File: src/rtl/exception_sequencer.sv
// Exception sequencer: takes over the IorD selector on an exception, saves EPC,
// fetches the handler byte from vector 253/254/255, then loads PC.
// Optional EXC_DROP_CNT_EN adds a saturating count of requests ignored while busy.
module exception_sequencer #(
  parameter int unsigned MEM_WAIT  = 2,
  parameter logic [31:0] PC_OFFSET = 32'd4
) (
  input  logic        clk,
  input  logic        reset,
  input  logic [2:0]  iord_sel_in,
  input  logic        exc_opcode,
  input  logic        exc_overflow,
  input  logic        exc_div0,
  input  logic [31:0] pc_in,
  input  logic [31:0] mem_data_in,
  output logic [2:0]  iord_sel,
  output logic        epc_wr,
  output logic [31:0] epc_data,
  output logic        pc_wr,
  output logic [31:0] pc_data,
  output logic        busy,
  output logic [1:0]  exc_cause
`ifdef EXC_DROP_CNT_EN
  ,
  output logic [7:0]  drop_cnt
`endif
);

  localparam logic [1:0] IDLE  = 2'd0;
  localparam logic [1:0] SAVE  = 2'd1;
  localparam logic [1:0] FETCH = 2'd2;
  localparam logic [1:0] LOAD  = 2'd3;

  localparam logic [3:0] CNT_LAST = 4'(MEM_WAIT - 1);

  logic [1:0] state, state_nxt;
  logic [1:0] cause_nxt;
  logic [3:0] cnt, cnt_nxt;
  logic       any_req;
  logic [1:0] req_cause;
  logic [2:0] vector;
  logic       unused_mem_hi;

  assign any_req = exc_opcode | exc_overflow | exc_div0;

  // Opcode outranks overflow, which outranks div0; losers are dropped.
  always_comb begin
    if (exc_opcode)        req_cause = 2'd1;
    else if (exc_overflow) req_cause = 2'd2;
    else                   req_cause = 2'd3;
  end

  always_comb begin
    state_nxt = state;
    cnt_nxt   = cnt;
    cause_nxt = exc_cause;
    case (state)
      IDLE: begin
        if (any_req) begin
          state_nxt = SAVE;
          cause_nxt = req_cause;
        end
      end
      SAVE: begin
        state_nxt = FETCH;
        cnt_nxt   = '0;
      end
      FETCH: begin
        cnt_nxt = cnt + 4'd1;
        if (cnt == CNT_LAST) state_nxt = LOAD;
      end
      LOAD:    state_nxt = IDLE;
      default: state_nxt = IDLE;
    endcase
  end

  always_ff @(posedge clk or negedge reset) begin
    if (!reset) begin
      state     <= IDLE;
      cnt       <= '0;
      exc_cause <= '0;
    end else begin
      state     <= state_nxt;
      cnt       <= cnt_nxt;
      exc_cause <= cause_nxt;
    end
  end

  // Causes 1/2/3 map onto selector codes 3/4/5 (addresses 253/254/255).
  assign vector        = {1'b0, exc_cause} + 3'd2;
  assign busy          = (state != IDLE);
  assign iord_sel      = busy ? vector : iord_sel_in;
  assign epc_wr        = (state == SAVE);
  assign pc_wr         = (state == LOAD);
  assign epc_data      = pc_in - PC_OFFSET;
  assign pc_data       = pc_wr ? {24'b0, mem_data_in[7:0]} : '0;
  assign unused_mem_hi = ^mem_data_in[31:8];

`ifdef EXC_DROP_CNT_EN
  always_ff @(posedge clk or negedge reset) begin
    if (!reset) begin
      drop_cnt <= '0;
    end else if (busy && any_req && (drop_cnt != 8'hFF)) begin
      drop_cnt <= drop_cnt + 8'd1;
    end
  end
`endif

endmodule

File: config.mk
export PLATFORM = sky130hd
export DESIGN_NAME = exception_sequencer
export DESIGN_NICKNAME = d
export VERILOG_FILES = /design/src/rtl/exception_sequencer.sv
export SDC_FILE = /design/constraint.sdc
export NUM_CORES = 1
export LEC_CHECK = 0
export CAP_MARGIN = 25
export CORE_UTILIZATION = 26
export DETAILED_ROUTE_END_ITERATION = 7
export GPL_ROUTABILITY_DRIVEN = 0
export PLACE_DENSITY_LB_ADDON = 0.08
export SLEW_MARGIN = 20
export SYNTH_ARGS = -nofsm -noshare
export SYNTH_HDL_FRONTEND = slang
export SYNTH_SLANG_ARGS = --single-unit
File: constraint.sdc
create_clock -name clk -period 2.2 [get_ports clk]
set_input_delay 0.33 -clock clk [delete_from_list [all_inputs] [get_ports clk]]
set_output_delay 0.33 -clock clk [all_outputs]
set_load 0.02 [all_outputs]
==> Yosys cells after proc, flatten, opt, wreduce, memory -nomap -nowiden <==
Index checks and enable logic that the tools add are counted.
{ "word_totals": {"ff_bits": 8, "latch_bits": 0, "mem_bits_rw": 0, "romBits": 0, "input_bits": 72, "word_cells": 27, "mem_count": 0} }
{ "classes": {"add_sub_neg": 3, "mul": 0, "div_mod_pow": 0, "order_cmp": 0, "n_eq_ne": 6, "n_shift": 0, "mux": 8, "bitwise": 2, "n_reduce_logical": 5} }
{ "ops": {"columns": ["operator", "n"], "rows": [
  ["subtractor 32 x 3 -> 32 bit, second input constant", 1],
  ["2-to-1 mux 8 bit", 1],
  ["case mux 2 bit (4 select lines)", 1],
  ["case mux 4 bit (2 select lines)", 1],
  ["2-to-1 mux 2 bit", 3],
  ["adder 4 x 1 -> 4 bit, second input constant", 1],
  ["== test 2 bit, second input constant", 2],
  ["== test 4 x 1 -> 1 bit, second input constant", 1],
  ["inequality test 2 bit, second input constant", 2],
  ["AND reduction 2 bit", 2],
  ["nonzero test 2 bit", 2],
  ["adder 2 x 2 -> 3 bit, second input constant", 1],
  ["2-to-1 mux 3 bit", 1],
  ["== test 2 x 1 -> 1 bit, second input constant", 1],
  ["zero test 2 bit", 1],
  ["bitwise OR 1 bit", 2],
  ["2-to-1 mux 1 bit", 1]
]} }

==> Depth between registers and ports, before layout <==
Gate-level depths: netlist of run 1.
{ "depth": {"word_depth": 4, "ltp_mapped": 7} }

==> Worst setup path before layout of run 1 <==
Ideal clock, no wire load.
{ "synth_timing": {"path_type": "input to output", "from": "input port pc_in[7]", "to": "output port epc_data[24]", "arrival_time_ps": 2190, "required_time_ps": 1870, "path_slack_ps": -320, "stages": 6, "cell_sequence": "or4_4 -> buf_6 -> or4_4 -> buf_6 -> nor4_4 -> xor2_1"} }
{ "synth_between": {"elab_chain_len": 1} }
{ "synth_lines": {"columns": ["item", "line", "source"], "rows": [
  ["from (decl)", "14", "input logic [31:0] pc_in,"],
  ["subtractor 32 x 3 -> 32 bit", "95", "assign epc_data = pc_in - PC_OFFSET;"],
  ["to (decl)", "18", "output logic [31:0] epc_data,"]
]} }
No other way between the ends.

==> Worst setup path in the final report of run 1 <==
{ "layout_timing": {"from": "input port pc_in[10]", "to": "output port epc_data[20]"} }
Same word-level chain as after synthesis.

==> results of run 1 <==
==> metal layers <==
layer / wire (um) / GRT usage / vias up
li1: - / - / 837
met1: 1780 / 0.176 / 771
met2: 2340 / 0.290 / 56
met5: 0 / 0 / -
met3: 282 / 0.0298 / 0
met4: 0 / 0.0128 / 0
==> worst max path at each step <==
stage / startpoint / endpoint / slack [ns]
2_1_floorplan: pc_in[7] / epc_data[24] / -0.25
3_3_place_gp: pc_in[11] / epc_data[20] / -1.05
3_5_place_dp: pc_in[11] / epc_data[20] / -1.05
4_1_cts: pc_in[4] / epc_data[20] / -0.38
5_1_grt: pc_in[10] / epc_data[20] / -0.33
6_report: pc_in[10] / epc_data[20] / -0.27
==> sequential cells by signal (all words and copies together) (netlist names) <==
| register | flops |
|---|---|
| cnt | 4 |
| exc_cause | 2 |
| state | 2 |
==> what timing repair did <==
| item | CTS | global route |
|---|---|---|
| pin swaps | 22 | 19 |
| setup buffers | 10 | 9 |
| resized for setup | 188 | 43 |
| cloned | 1 | 0 |
| setup endpoints to repair | 29 | 24 |
| hold buffers | 0 | 0 |
==> cell families (layout without fill, tap and decap cells) <==
group,Yosys count,after routing,share of synthesized area
AND/OR/NAND/NOR,72,72,0.333
buffers and inverters,42,168,0.199
XOR/XNOR,27,27,0.175
AO/OA/AOI/OAI,15,15,0.0609
flip-flops,8,8,0.148
adder cells (fa/ha/maj),7,7,0.0646
multiplexers,2,2,0.0166
other,1,24,0.00277
==> synthesized netlist by cell type <==
master	instances
sky130_fd_sc_hd__inv_1	12
sky130_fd_sc_hd__ha_1	7
sky130_fd_sc_hd__xor2_1	12
sky130_fd_sc_hd__nor4_4	1
sky130_fd_sc_hd__nand2b_1	2
sky130_fd_sc_hd__and2_1	9
sky130_fd_sc_hd__nor4_2	3
sky130_fd_sc_hd__nand4b_1	2
sky130_fd_sc_hd__nor4_1	2
sky130_fd_sc_hd__a31oi_1	1
sky130_fd_sc_hd__nor3_1	8
sky130_fd_sc_hd__o21ai_0	10
sky130_fd_sc_hd__or4_1	4
sky130_fd_sc_hd__or4_4	2
sky130_fd_sc_hd__nand4_1	1
sky130_fd_sc_hd__mux2_2	2
sky130_fd_sc_hd__conb_1	1
sky130_fd_sc_hd__o22a_1	1
sky130_fd_sc_hd__nand2_1	8
sky130_fd_sc_hd__nand3_1	9
sky130_fd_sc_hd__nand3b_1	3
sky130_fd_sc_hd__a21oi_1	2
sky130_fd_sc_hd__nor2_1	9
sky130_fd_sc_hd__buf_4	26
sky130_fd_sc_hd__or3_1	3
sky130_fd_sc_hd__buf_6	2
sky130_fd_sc_hd__or2_2	2
sky130_fd_sc_hd__clkbuf_1	2
sky130_fd_sc_hd__nor4b_1	2
sky130_fd_sc_hd__xnor2_1	15
sky130_fd_sc_hd__nor3b_1	2
sky130_fd_sc_hd__dfrtp_1	8
sky130_fd_sc_hd__a22oi_1	1
==> power by group <==
group          switching, mW  internal [mW]  total (mW)
combinational          0.567          0.553        1.12
sequential            0.0491          0.204       0.253
clock                 0.0582          0.119       0.177
total                  0.674          0.875        1.55
==> layout by cell type (no fill, tap or decap), drive strengths merged, types with 4 or more instances in the layout <==
cell           synthesis  layout
and2                   9       9
xnor2                 15      15
o21ai                 10      10
nand2                  8       8
xor2                  12      12
conb                   1      24
nor3                   8       8
dfrtp                  8       8
clkdlybuf4s50          0      41
buf                   28      90
ha                     7       7
nor4                   6       6
dlygate4sd2            0       6
dlymetal6s2s           0       5
clkbuf                 2      10
or4                    6       6
nand3                  9       9
clkdlybuf4s15          0       4
nor2                   9       9
inv                   12      12
==> worst max-delay path: cells and delay by family <==
kind	cells	cell delay, ns
xor gates and xnor gates	1	0.18
buffers and inverters	3	0.38
and+or+nand+nor	3	1.24
==> layout make-up <==
cell class	instances	area, sq um
Clock buffer	3	41.3
Fill cell	447	1880
Inverter	12	45.0
Multi-Input combinational cell	147	1280
Sequential cell	8	200
Tap cell	67	83.8
Timing Repair Buffer	153	1350
==> PnR_summary.wiki, run 1 <==
{| class="wikitable"
! Metric !! Value
|-
| Status || finished, violations left
|-
| Number of placed cells counting well taps || 367
|-
| GR Util All Layers || 0.150
|-
| Worst r2r path cells || 7
|-
| Cell repeated most along the worst path || sky130_fd_sc_hd__buf_6
|-
| Crit path largest cell delay || 0.55 ns
|-
| Proportion of synthesized chip area in sequential cells || 0.148
|-
| Kind of end point of the critical path || output port
|-
| Slowest-stage cell, CP || sky130_fd_sc_hd__or4_4
|-
| Global-route wire length before repair || about 6500 um
|-
| Mean Syn Cell Area || 7.79 sq um
|-
| Cell area power density || 516 nW/um^2
|-
| Post-layout minimum cycle time || 2.47 ns
|-
| WHS || ~0.38 ns
|-
| Clock latency on the worst-skew pair || roughly 0.23 ns
|-
| Number of detailed-routing iterations run before antenna repair || 4
|-
| Antenna-violating nets left || 0
|-
| Worst reg2reg path endpoint || state[1]
|-
| Kind of path behind the tightest hold check || in2async
|-
| PortBufs || approximately 90
|-
| Post-synthesis cell area || 1360 sq um
|-
| Synth-to-layout area growth || 122%
|-
| Total leakage power || 1.44 nW
|-
| Number of max-capacitance violations reported || 0
|-
| Violated checks || setup timing
|-
| Number of endpoints failing setup at the final stage || 18
|-
| Total routed wirelength || 4400 um
|-
| Per-cell routed wire length || 11.3 um
|-
| Area inside the core boundary || 4880 sq um
|-
| Share of cells above drive strength 1 || 0.464
|-
| Gate Count Post-Synth || ~170
|-
| Half-perimeter wire length of the detailed placement result || 3430 um
|-
| Global route total overflow || 0
|-
| Crit-path max FO || 4
|-
| Via Count || 1664
|-
| Initial core utilization || 0.278
|-
| Vias per cell || approximately 4.3
|-
| Largest clock skew in the final design || 0.000381 ns
|-
| Share of the core filled with cells in the final layout || 0.615
|-
| Arrival time at the worst endpoint || between 2 and 2.5 ns
|-
| Via count of the first global-routing pass || 1516
|-
| Biggest area consumer among synthesized cells || sky130_fd_sc_hd__dfrtp_1
|-
| DRC violation count after routing || 0
|-
| Worst-case vdd ir drop || 0.757 mV
|-
| Final hold vios || 0
|-
| Root buf cell || sky130_fd_sc_hd__clkbuf_8
|-
| Bufs on Longest Clock Path || 2
|-
| Layout Cell Area excl Fill || between 3000 and 4000 sq um
|-
| Ports placed on the boundary || 144
|-
| Number of antenna repair diodes || 0
|-
| Worst setup slack before clock tree synthesis || -1.05 ns
|-
| Biggest area contributors in the synthesized netlist || sky130_fd_sc_hd__dfrtp_1 15%, sky130_fd_sc_hd__buf_4 14%, sky130_fd_sc_hd__xnor2_1 9.7%
|-
| Largest net degree at the start of global routing || 11
|-
| Total number of yosys warnings || 0
|-
| RSZ-0062 raised after global routing || yes
|-
| Fin nets || a little over 400
|-
| Worst-case setup margin in the final layout || -0.271 ns
|-
| Number of antenna violations at the first check in global routing || 0
|-
| Register-to-Register Setup Slack || 0.58 ns
|-
| Initial DRC Count || 49
|-
| Crit-path cells || buf_6 > or4_4 > or4_4 > buf_6 > nor4_4 > xor2_2 > buf_6
|-
| Final Slew Violations || 0
|-
| FF+latch count, synth || 8
|-
| TritonCTS sink count || 8
|-
| Die Outline Area || 5500 sq um
|-
| Chip Width || 74.2 um
|-
| Critical path start-end classification || in2out
|-
| Critical Path RT || 1.87 ns
|-
| Non-Filler Instances || slightly below 400
|-
| Clock edge transition at the registers on the reported setup and hold paths || ~0.040 ns
|-
| Cell area after placement || about 2700 sq um
|-
| CTS Buf Count || 3
|-
| Synth top area share || 0.148
|-
| Worst flop-to-flop path startpoint || state[0]
|-
| Count of distinct cell types in the synthesized netlist || 33
|-
| Worst setup SP type || input port
|-
| H-Tree Level Count || 1
|-
| Highest Clock Rate || 0.405 GHz
|-
| Number of placement rows || 25
|-
| Period utilisation layout || 1.12
|-
| Sum of internal, switching and leakage power || 1.55 mW
|-
| Final sum of negative setup slack || -3.29 ns
|-
| CTS tree || built
|-
| Height of the die || ~74 um
|}
No activity file was read; power rests on OpenSTA's default activity.
==> inputs of run 2 (changes only) <==
CTS_CLUSTER_SIZE = 14   (was unset)
==> results of run 2 <==
Final layout, timing and power as in run 1 (identical DEF).
==> inputs of run 3 (changes only) <==
CORE_UTILIZATION = 31   (was 26)
CTS_CLUSTER_SIZE = 16   (was 14)
clock period = 2.9 ns   (was 2.2 ns; I/O delays follow)
==> PnR_summary.wiki, run 3 (synthesized netlist as in run 1, its figures left out) <==
{| class="wikitable"
! Metric !! Value
|-
| Global route total overflow || 0 (unchanged)
|-
| Root buf cell || sky130_fd_sc_hd__clkbuf_8 (unchanged)
|-
| Clock edge transition at the registers on the reported setup and hold paths || 0.04 ns (about the same)
|-
| Kind of end point of the critical path || output port (unchanged)
|-
| Number of detailed-routing iterations run before antenna repair || 4 (unchanged)
|-
| Multi-input gate area in the final layout || 1020 sq um (was 1280 sq um)
|-
| Slowest-stage cell, CP || sky130_fd_sc_hd__or4_4 (unchanged)
|-
| Via count of the first global-routing pass || 1373 (was 1516)
|-
| Period utilisation layout || 0.978
|-
| Post-layout minimum cycle time || around 2.8 ns
|-
| Vias per cell || 4.43 (was 4.27)
|-
| CTS Buf Count || 3 (unchanged)
|-
| Worst setup SP type || input port (unchanged)
|-
| Registers with the most flip-flops || cnt (4), exc_cause (2), state (2) (unchanged)
|-
| Largest clock skew in the final design || 0.000512 ns (was 0.000381 ns)
|-
| Register cell area after layout || 200 sq um (unchanged)
|-
| Number of endpoints failing setup at the final stage || 0 (was 18)
|-
| Status || finished, final reports clean (was finished, violations left)
|-
| Sum of internal, switching and leakage power || 1.13 mW (was 1.55 mW)
|-
| DRC violation count after routing || 0 (unchanged)
|-
| WHS || 0.489 ns (was 0.381 ns)
|-
| Arrival time at the worst endpoint || 2.40 ns (was 2.14 ns)
|-
| Half-perimeter wire length of the detailed placement result || 3290 um (was 3430 um)
|-
| Via Count || 1555 (was 1664)
|-
| Height of the die || 68.1 um (was 74.2 um)
|-
| H-Tree Level Count || 1 (unchanged)
|-
| Number of antenna violations at the first check in global routing || 0 (unchanged)
|-
| Synth-to-layout area growth || 86.7% (was 122%)
|-
| Critical Path RT || 2.47 ns (was 1.87 ns)
|-
| Cell area power density || 445 nW/um^2 (was 516 nW/um^2)
|-
| Number of placement rows || 23 (was 25)
|-
| Crit path launch || pc_in[11] (was pc_in[10])
|-
| Chip Width || 68.1 um (was 74.2 um)
|-
| Final Slew Violations || 0 (unchanged)
|-
| Number of filler instances in the final layout || 393 (was 447)
|-
| Worst path depth || 7 (unchanged)
|-
| Worst-case vdd ir drop || 0.408 mV (was 0.757 mV)
|-
| Number of hold buffers added after cts || 0 (unchanged)
|-
| Die Outline Area || 4640 sq um (was 5500 sq um)
|-
| Worst reg2reg path endpoint || state[1] (unchanged)
|-
| Initial core utilization || 0.332 (was 0.278)
|-
| Crit path largest cell delay || 0.58 ns (was 0.55 ns)
|-
| Total leakage power || 1.15 nW (was 1.44 nW)
|-
| Final hold vios || 0 (unchanged)
|-
| Clock latency on the worst-skew pair || 0.23 ns (about the same)
|-
| Capturing instance or port of the critical path || epc_data[24] (was epc_data[20])
|-
| GR Util All Layers || 0.165 (was 0.150)
|-
| Worst r2r path cells || 6 (was 7)
|-
| Cell type group with the largest total delay on the critical path || simple AND/OR/NAND/NOR gates (unchanged)
|-
| Crit-path max FO || 3 (was 4)
|-
| Crit-path cells || clkbuf_2 > or4_4 > or4_4 > buf_12 > nor4_4 > xor2_1 > buf_4 (was buf_6 > or4_4 > or4_4 > buf_6 > nor4_4 > xor2_2 > buf_6)
|-
| Commonest cells after routing, fill and taps aside || 58 x sky130_fd_sc_hd__clkdlybuf4s50_1, 42 x sky130_fd_sc_hd__buf_4, 24 x sky130_fd_sc_hd__conb_1 (was 64 x sky130_fd_sc_hd__buf_4, 41 x sky130_fd_sc_hd__clkdlybuf4s50_1, 24 x sky130_fd_sc_hd__conb_1)
|-
| Per-cell routed wire length || 11.3 um (about the same)
|-
| Area inside the core boundary || 4090 sq um (was 4880 sq um)
|-
| TritonCTS sink count || 8 (unchanged)
|-
| Initial DRC Count || 46 (was 49)
|-
| Cell repeated most along the worst path || sky130_fd_sc_hd__or4_4 (was sky130_fd_sc_hd__buf_6)
|-
| Register with the highest flop count || cnt (unchanged)
|-
| Share of cells above drive strength 1 || 0.272 (was 0.464)
|-
| Largest net degree at the start of global routing || 12 (was 11)
|-
| Bufs on Longest Clock Path || 2 (unchanged)
|-
| Worst flop-to-flop path startpoint || state[1] (was state[0])
|-
| Antenna-violating nets left || 0 (unchanged)
|-
| Global-route wire length before repair || 5880 um (was 6530 um)
|-
| Highest Clock Rate || 0.353 GHz
|-
| Commonest non-fill, non-tap cell in the layout || sky130_fd_sc_hd__clkdlybuf4s50_1 (was sky130_fd_sc_hd__buf_4)
|-
| Fin nets || 382 (was 404)
|-
| Total routed wirelength || 3950 um (was 4400 um)
|-
| PortBufs || 91 (unchanged)
|-
| Number of antenna repair diodes || 0 (unchanged)
|-
| Register-to-Register Setup Slack || 1.17 ns (was 0.58 ns)
|-
| Critical path buffer and inverter count || 3 (unchanged)
|-
| RSZ-0062 raised after global routing || no (was yes)
|-
| Critical path start-end classification || in2out (unchanged)
|-
| Ports placed on the boundary || 144 (unchanged)
|-
| Kind of path behind the tightest hold check || in2async (unchanged)
|-
| CTS tree || built (unchanged)
|-
| Number of max-capacitance violations reported || 0 (unchanged)
|-
| Flip-flop count of the largest register after layout || 4 (unchanged)
|}
==> run 3: cell types whose count changed in the layout (fill, tap and decap cells not counted), moves of 4 or more <==
cell / previous run / this run
sky130_fd_sc_hd__clkdlybuf4s15_2: 0 / 5
sky130_fd_sc_hd__nand3_1: 4 / 9
sky130_fd_sc_hd__xnor2_1: 4 / 15
sky130_fd_sc_hd__clkdlybuf4s50_1: 41 / 58
sky130_fd_sc_hd__buf_4: 64 / 42
sky130_fd_sc_hd__xnor2_2: 11 / 0
sky130_fd_sc_hd__buf_6: 20 / 0
sky130_fd_sc_hd__buf_2: 5 / 9
sky130_fd_sc_hd__xor2_2: 5 / 0
sky130_fd_sc_hd__xor2_1: 7 / 12
==> run 3: worst min path at each step <==
stage,startpoint,endpoint,slack [ns],depth (start not counted)
global route,reset,state[0],0.52,1
detailed placement,state[0],state[0],0.56,1
finish,reset,exc_cause[1],0.49,1
global placement,state[0],state[0],0.56,1
floorplan,reset,cnt[0],0.14,0
CTS,reset,exc_cause[1],0.49,1
==> run 3: layer usage <==
layer	part of all wire	GRT usage
met4	0.011	0.0573
met2	0.46	0.283
met1	0.45	0.207
met5	0	0
met3	0.081	0.0233
==> run 3: repair_timing <==
action	4_1_cts	5_1_grt
setup buffers	0	4
cloned	0	0
setup endpoints to repair	23	17
gates resized for setup	86	22
pin swaps	7	10
==> run 3: where the power goes <==
part / internal, mW / switching [mW]
combinational: 0.388 / 0.415
clock: 0.0898 / 0.0426
sequential: 0.154 / 0.0359
total: 0.632 / 0.494
==> run 3: area by class of cell <==
type                    count  share of cell area
multi-input cells         147               0.404
repair buffers            131               0.458
well taps                  50              0.0247
flip-flops and latches      8              0.0791
clock buffers               3              0.0163
inverters                  12              0.0178
==> run 3: worst register-to-register path, cell delays in order (launching register included) <==
cell and delay [ns]:
sky130_fd_sc_hd__dfrtp_1 0.41, sky130_fd_sc_hd__inv_1 0.11, sky130_fd_sc_hd__ha_1 0.38, sky130_fd_sc_hd__inv_1 0.11
sky130_fd_sc_hd__nor3_1 0.24, sky130_fd_sc_hd__a21oi_1 0.09, sky130_fd_sc_hd__mux2_2 0.29
==> run 3: stage by stage <==
| step | setup WS (ns) | setup TNS [ns] | cell area [sq um] | instances | util |
|---|---|---|---|---|---|
| 3_5_place_dp | -0.585 | -8.68 | 2460 | 344 | 0.602 |
| 3_3_place_gp | -0.542 | -8.08 | 2460 | 344 | 0.602 |
| 4_1_cts | 0.00251 | 0 | 2470 | 347 | 0.604 |
| 6_report | 0.0632 | 0 | 2530 | 351 | 0.619 |
| 2_1_floorplan | 0.170 | 0 | 1440 | 197 | - |
| 5_1_grt | 0.00309 | 0 | 2530 | 351 | 0.619 |
